<file path="src/rtl/mem_arbiter_pkg.sv">
// Shared definitions for the two-port memory arbiter: FSM state encoding and
// requester port indices.
package mem_arbiter_pkg;

  typedef enum logic [1:0] {
    IDLE = 2'b00,
    BUSY = 2'b01,
    RESP = 2'b10
  } arb_state_t;

  localparam logic P_FETCH = 1'b0;
  localparam logic P_DATA  = 1'b1;

endpackage

</file>
<file path="src/rtl/mem_arbiter_pick.sv">
// Combinational grant selection between the fetch port (0) and data port (1).
module mem_arb_pick
  import mem_arbiter_pkg::*;
#(
  parameter int FAIR = 1
) (
  input  logic req0,
  input  logic req1,
  input  logic last_gnt,
  output logic any_req,
  output logic gnt
);

  always_comb begin
    any_req = req0 | req1;
    if (req0 && req1) begin
      gnt = (FAIR != 0) ? ~last_gnt : P_DATA;
    end else if (req1) begin
      gnt = P_DATA;
    end else begin
      gnt = P_FETCH;
    end
  end

endmodule

</file>
<file path="src/rtl/mem_arbiter.sv">
// Serialises fetch and data requests onto a single memory system, one
// transaction at a time, returning registered read data and a done pulse.
module mem_arbiter
  import mem_arbiter_pkg::*;
#(
  parameter int AW   = 16,
  parameter int DW   = 16,
  parameter int FAIR = 1
) (
  input  logic          clk,
  input  logic          rst,
  input  logic          p0_rd,
  input  logic [AW-1:0] p0_addr,
  output logic [DW-1:0] p0_rdata,
  output logic          p0_done,
  output logic          p0_stall,
  input  logic          p1_rd,
  input  logic          p1_wr,
  input  logic [AW-1:0] p1_addr,
  input  logic [DW-1:0] p1_wdata,
  output logic [DW-1:0] p1_rdata,
  output logic          p1_done,
  output logic          p1_stall,
  input  logic          halt,
  output logic [AW-1:0] m_addr,
  output logic [DW-1:0] m_wdata,
  output logic          m_rd,
  output logic          m_wr,
  output logic          m_dump,
  input  logic [DW-1:0] m_rdata,
  input  logic          m_done,
  input  logic          m_err,
  output logic          err
);

  arb_state_t    state, state_nxt;
  logic          gnt, last_gnt, pick_gnt, any_req;
  logic          dumped, issue;
  logic [AW-1:0] lat_addr;
  logic [DW-1:0] lat_wdata;
  logic          lat_rd, lat_wr;

  mem_arb_pick #(.FAIR(FAIR)) u_pick (
    .req0     (p0_rd),
    .req1     (p1_rd | p1_wr),
    .last_gnt (last_gnt),
    .any_req  (any_req),
    .gnt      (pick_gnt)
  );

  // Once a dump has been requested, grants stay blocked until halt drops.
  always_comb begin
    m_dump    = halt && (state == IDLE) && !p0_rd && !p1_rd && !p1_wr;
    issue     = (state == IDLE) && any_req && !(halt && dumped);
    state_nxt = state;
    case (state)
      IDLE:    if (issue)  state_nxt = BUSY;
      BUSY:    if (m_done) state_nxt = RESP;
      RESP:    state_nxt = IDLE;
      default: state_nxt = IDLE;
    endcase
  end

  always_comb begin
    m_addr   = lat_addr;
    m_wdata  = lat_wdata;
    m_rd     = (state == BUSY) && lat_rd;
    m_wr     = (state == BUSY) && lat_wr;
    p0_done  = (state == RESP) && (gnt == P_FETCH);
    p1_done  = (state == RESP) && (gnt == P_DATA);
    p0_stall = p0_rd && !p0_done;
    p1_stall = (p1_rd || p1_wr) && !p1_done;
  end

  always_ff @(posedge clk) begin
    if (rst) begin
      state     <= IDLE;
      gnt       <= P_FETCH;
      last_gnt  <= P_DATA;
      dumped    <= 1'b0;
      lat_addr  <= '0;
      lat_wdata <= '0;
      lat_rd    <= 1'b0;
      lat_wr    <= 1'b0;
      p0_rdata  <= '0;
      p1_rdata  <= '0;
      err       <= 1'b0;
    end else begin
      state  <= state_nxt;
      dumped <= halt && (dumped || m_dump);
      if ((state == IDLE) && p1_rd && p1_wr) err <= 1'b1;
      if (issue) begin
        gnt <= pick_gnt;
        if (pick_gnt == P_DATA) begin
          lat_addr  <= p1_addr;
          lat_wdata <= p1_wdata;
          lat_rd    <= p1_rd && !p1_wr;  // rd+wr together resolves to a store
          lat_wr    <= p1_wr;
        end else begin
          lat_addr  <= p0_addr;
          lat_wdata <= '0;
          lat_rd    <= 1'b1;
          lat_wr    <= 1'b0;
        end
      end
      if (state == BUSY) begin
        if (m_err) err <= 1'b1;
        if (m_done) begin
          if (gnt == P_DATA) p1_rdata <= m_rdata;
          else               p0_rdata <= m_rdata;
          last_gnt <= gnt;
        end
      end
    end
  end

endmodule

</file>
<file path="config.mk">
export PLATFORM = sky130hd
export DESIGN_NAME = mem_arbiter
export DESIGN_NICKNAME = d
export VERILOG_FILES = /design/src/rtl/mem_arbiter_pkg.sv /design/src/rtl/mem_arbiter_pick.sv /design/src/rtl/mem_arbiter.sv
export SDC_FILE = /design/constraint.sdc
export NUM_CORES = 1
export LEC_CHECK = 0
export ABC_AREA = 1
export BUFFER_PORTS_ARGS = -buffer_cell sky130_fd_sc_hd__buf_4
export CELL_PAD_IN_SITES_DETAIL_PLACEMENT = 1
export CELL_PAD_IN_SITES_GLOBAL_PLACEMENT = 1
export CORE_ASPECT_RATIO = 0.6
export CORE_MARGIN = 2
export CORE_UTILIZATION = 31
export DETAILED_ROUTE_END_ITERATION = 6
export HOLD_SLACK_MARGIN = 0.08
export PLACE_DENSITY_LB_ADDON = 0.15
export SLEW_MARGIN = 20
export SYNTH_ARGS = -nofsm -noshare
export SYNTH_HDL_FRONTEND = slang
export SYNTH_SLANG_ARGS = --single-unit
</file>
<file path="constraint.sdc">
create_clock -name clk -period 1.3 [get_ports clk]
set_input_delay 0.26 -clock clk [delete_from_list [all_inputs] [get_ports clk]]
set_output_delay 0.26 -clock clk [all_outputs]
set_load 0.01 [all_outputs]
</file>
* After elaboration in Yosys (flattened, before gate mapping)
Index checks and enable logic that the tools add are counted.
** Storage, ports and cells
- Flip-flop bits (word level) :: 72
- Input port bits :: 72
- Output and inout bits :: 72
- Word-level logic and storage cells :: 62
** Cells by class
- Equal/unequal tests :: 4
- Muxes and demuxes :: 12
- Bitwise logic cells :: 4
- Reductions and logical operators :: 31
** Operator list (number)
- $mux W16 :: 2
- $logic_and A1 B1 Y1 :: 18
- $mux W1 :: 7
- $logic_not A1 Y1 :: 6
- $reduce_and A3 Y1 :: 2
- $mux W2 :: 2
- $ne A2 B2 Y1 const B :: 2
- $pmux W2 S2 :: 1
- $reduce_and A2 Y1 :: 2
- $eq A2 B1 Y1 const B :: 1
- $eq A2 B2 Y1 const B :: 1
- $logic_not A2 Y1 :: 1
- $logic_or A1 B1 Y1 :: 2
- $not A1 Y1 :: 2
- $or A1 B1 Y1 :: 2

* Longest topological paths before layout
- Word-level depth :: 7
- Mapped depth :: 8
- Gate-level depth less buffers :: 7

* Modules after synthesis
From an unflattened synthesis, not the netlist that was laid out.
** Second synthesis, totals
- Cell total of the unflattened synthesis :: 491
- Area total of the unflattened synthesis :: 3161.8 sq um
** By module, submodules not included
- mem_arbiter :: times used 1, cells each 488, area an instance 3146.8 sq um, seq. area each 1441.4 sq um
- mem_arb_pick :: times used 1, cells each 3, area an instance 15.0 sq um, seq. area each 0.0 sq um

* Worst setup path before layout
No wires, ideal clock.
- Path kind :: reg2reg
- From :: reg state[0]
- To :: reg lat_addr[10] (netlist: m_addr[10])
- Setup time :: 0.111 ns
- Arrival :: 1.035 ns
- Data required time :: 1.189 ns
- Path slack :: 0.154 ns
- Cell stages (with the launch flop) :: 8
- Path buffers :: 1
- Period minus slack after synthesis :: 1.146 ns
- Cell sequence :: dfxtp_1 > nor2_2 > nand2_2 > nor2_4 > buf_6 > nand2_1 > nor2_1 > nor2_1
** On the way
- Longest elaborated chain between the ends :: 3
** Ends and longest elaborated chain
- start: declaration :: RTL line mem_arbiter.sv:36 : arb_state_t state, state_nxt;
- start signal: assignment :: RTL line mem_arbiter.sv:89 : state <= state_nxt;
- $logic_not A2 Y1 :: RTL line mem_arbiter.sv:54 : issue = (state == IDLE) && any_req && !(halt && dumped);
- $logic_and A1 B1 Y1 (2 in a row) :: RTL line mem_arbiter.sv:54
- end signal: assignment :: RTL line mem_arbiter.sv:95 : lat_addr <= p1_addr;
- end signal: assignment :: RTL line mem_arbiter.sv:100 : lat_addr <= p0_addr;
- end: declaration :: RTL line mem_arbiter.sv:39 : logic [AW-1:0] lat_addr;
No other way between the ends.
A chain may end at the register's enable or synchronous reset.

* Final worst setup path
- From :: reg state[0]
- To :: out m_dump
** On the way
- Longest elaborated chain between the ends :: 5
** Ends and longest elaborated chain
- $logic_not A2 Y1 :: RTL line mem_arbiter.sv:53 : m_dump = halt && (state == IDLE) && !p0_rd && !p1_rd && !p1_wr;
- $logic_and A1 B1 Y1 (4 in a row) :: RTL line mem_arbiter.sv:53
- end: declaration :: RTL line mem_arbiter.sv:29 : output logic m_dump,
No other way between the ends.

==> run_results.csv <==
group,metric,value,unit
cells_and_area,fin_nets,702,
clock_network,cts_tree,"yes",
min_path,min_path_type,"primary input to flip-flop",
place,postPlaceCellArea,4410,sq um
detailed_routing,wl_per_cell,13.7,um
clock_network,clk_latency,0.33,ns
synthesis,synth_edf_count,0,
setup_path,worstPathMaxFanout,3,
setup_path,critPathKind,"flip-flop to output port",
sta,slew_violations,0,
place,place_congestion,0.761,
clock_network,cts_made_buffers,9,
setup_path,cp.required,1.04,ns
place,portBuffers,143,
status,violations,"negative setup slack",
detailed_routing,dr.pass1.iters,4,
detailed_routing,ant_nets,0,
sta,rsz0062_at_grt,"true",
pwr,power_density,1350,nW/um^2
run,maxCapViolCount,0,
cells_and_area,syn_to_final_growth,59.3,%
floorplanning,die_x,134,um
floorplanning,pin_count,144,
min_path,min-delay-start,"m_rdata[5]",
synthesis,ys_seq_elements,72,
detailed_routing,drt-initial-drc-count,73,
clock_network,path_clk_slew,0.06,ns
place,place_ws,-0.0521,ns
synthesis,synth_top_area_share,0.456,
cells_and_area,diodes,0,
sta,hold_viol,0,
floorplanning,start_util,0.320,
sta,setup_violations,39,
floorplanning,core,9880,sq um
synthesis,async_flop_share,0,
sta,fin_ws,-0.159,ns
detailed_routing,vias,3381,
setup_path,crit_arrival,1.20,ns
setup_path,rr_startpoint,"state[0]$_SDFFE_PP0P_",
sta,period_share,1.12,
cells_and_area,stdcell_area,5030,sq um
synthesis,synth_area,3160,sq um
synthesis,ys_types,21,
sta,fmax,0.685,GHz
clock_network,cts_max_path_buffers,2,
sta,relSlewSlack,0.728,
global_route,grt-busiest-layer,"met2",
synthesis,netlist_top_cells_count,"nand2_1, nor2_1, inv_1",
global_route,grt_max_degree,49,
floorplanning,die_h,82.2,um
synthesis,synth_most_common_cell,"nand2_1",
status,outcome,"finished, violations left",
global_route,gr-total-overflow,0,
sta,hold_slack,0.169,ns
global_route,use_met1,0.228,
floorplanning,dieArea,11000,sq um
place,hpwlAfterDp,7.48,mm
synthesis,synth_top_area_cell,"dfxtp_1",
global_route,grt_pass1_wl,16.3,mm
cells_and_area,stdcell_count,770,
clock_network,cts_root_buf,"clkbuf_16",
cells_and_area,drive_above_1_share,0.353,
setup_path,startpoint,"state[0]$_SDFFE_PP0P_",
sta,skew,0.00441,ns
detailed_routing,via_per_inst,4.39,
sta,fin_setup_tns,-2.63,ns
synthesis,netlist_instances,475,
synthesis,post_synth.cell_area_avg,6.65,sq um
synthesis,synthTopCellsByArea,"dfxtp_1, nand2_1, nor2_1",
clock_network,cts_sinks,72,
detailed_routing,routed_wirelength,10.5,mm
global_route,grt_use_met2,0.327,
synthesis,yosys_warnings,0,
place,dp.cells,745,
setup_path,start_kind,"flip-flop",
synthesis,syn-num-nets,547,
sta,period_needed,1.46,ns
sta,worst_pin_slew,0.406,ns
setup_path,worstSetupEndpointType,"output port",
global_route,grtUsageTotal,0.186,
global_route,grt_pass1_vias,3406,
detailed_routing,drc,0,
floorplanning,rows,28,
pwr,ir_drop,0.629,mV
global_route,gr-usage-met3,0.0513,
clock_network,h-tree-depth,3,
synthesis,synth_seq_area_share,0.456,
pwr,leakage,2.51,nW
global_route,antenna_found_initial,0,
synthesis,synthFlopType,"dfxtp_1",
-- worst max-delay path, cell delays in order, from the launching register on --
cell,delay [ns]
dfxtp_4,0.36
nor2_4,0.12
buf_6,0.11
nand3_4,0.07
inv_2,0.10
buf_6,0.10
-- path summary, 6_finish.rpt --
kind         cells after the start  slack (ns)                       end
max                              5       -0.16                    m_dump
min                              3        0.17  p0_rdata[5]$_SDFFE_PP0P_
max reg2reg                      8       -0.11    m_addr[0]$_SDFFE_PP0P_
min reg2reg                      2        0.45  p1_rdata[1]$_SDFFE_PP0P_
-- state kept, by name, summed over array words and instances (netlist names) --
register / count
m_wdata: 16
gnt: 1
lat_wr: 1
last_gnt: 1
p1_rdata: 16
dumped: 1
m_addr: 16
lat_rd: 1
p0_rdata: 16
err: 1
state: 2
-- layer usage --
layer / vias to the layer above / wire length, um
met2: 78 / 5000
li1: 1722 / -
met1: 1569 / 4830
met5: - / 0
met3: 12 / 545
met4: 0 / 149
-- where the power goes --
group / internal, mW / leakage (nW) / switching [mW]
clock network: 1.93 / 0.170 / 0.936
registers: 2.38 / 0.591 / 0.0998
logic: 0.690 / 1.75 / 0.753
total: 4.99 / 2.51 / 1.79
-- logic make-up (layout without fill, tap and decap cells) --
kind of cell / after synthesis / count (layout) / share of synthesized area
flip-flops: 72 / 72 / 0.456
AO/OA/AOI/OAI: 71 / 71 / 0.113
AND/OR/NAND/NOR: 228 / 228 / 0.287
buffers and inverters: 104 / 264 / 0.144
-- metrics by stage --
stage	util	power, mW
after global routing	0.509	7.13
after detailed placement	0.447	3.81
after floorplan	-	3.19
final	0.509	6.78
after CTS	0.489	6.74
after global placement	0.447	3.76
-- cell usage in the layout, fill, tap and decap left out --
master     instances
a31oi_1            1
o21ai_2            7
nand3_4            2
clkinv_4           2
a21oi_1           25
bufinv_16          3
nand2_1          105
nor2_2             3
inv_2              1
nand3_1            4
nor2_1           103
buf_6             11
clkbuf_16         10
inv_4              3
nand2_2            3
clkinv_2           1
inv_1             76
o21ai_0           16
nor2_4             4
nand4_2            1
buf_4            151
dfxtp_4            2
a21oi_2           11
clkbuf_1           1
o21ai_1           11
dfxtp_2            1
clkbuf_8           1
buf_12             4
nand2_4            3
dfxtp_1           69
-- repair_timing --
item,4_1_cts,5_1_grt
gates resized for setup,18,54
setup buffers,4,3
hold buffers,0,0
pin swaps,8,8
gates cloned,0,2
endpoints found under the setup margin,7,58
-- final cells by class --
type                            instances  area [sq um]
Fill cell                            1278          4850
Inverter                               81           317
Timing Repair Buffer                  167          1360
Clock inverter                          5           104
Clock buffer                           11           243
Multi-Input combinational cell        299          1390
Sequential cell                        72          1450
Tap cell                              135           169
No activity file was read; power rests on OpenSTA's default activity.
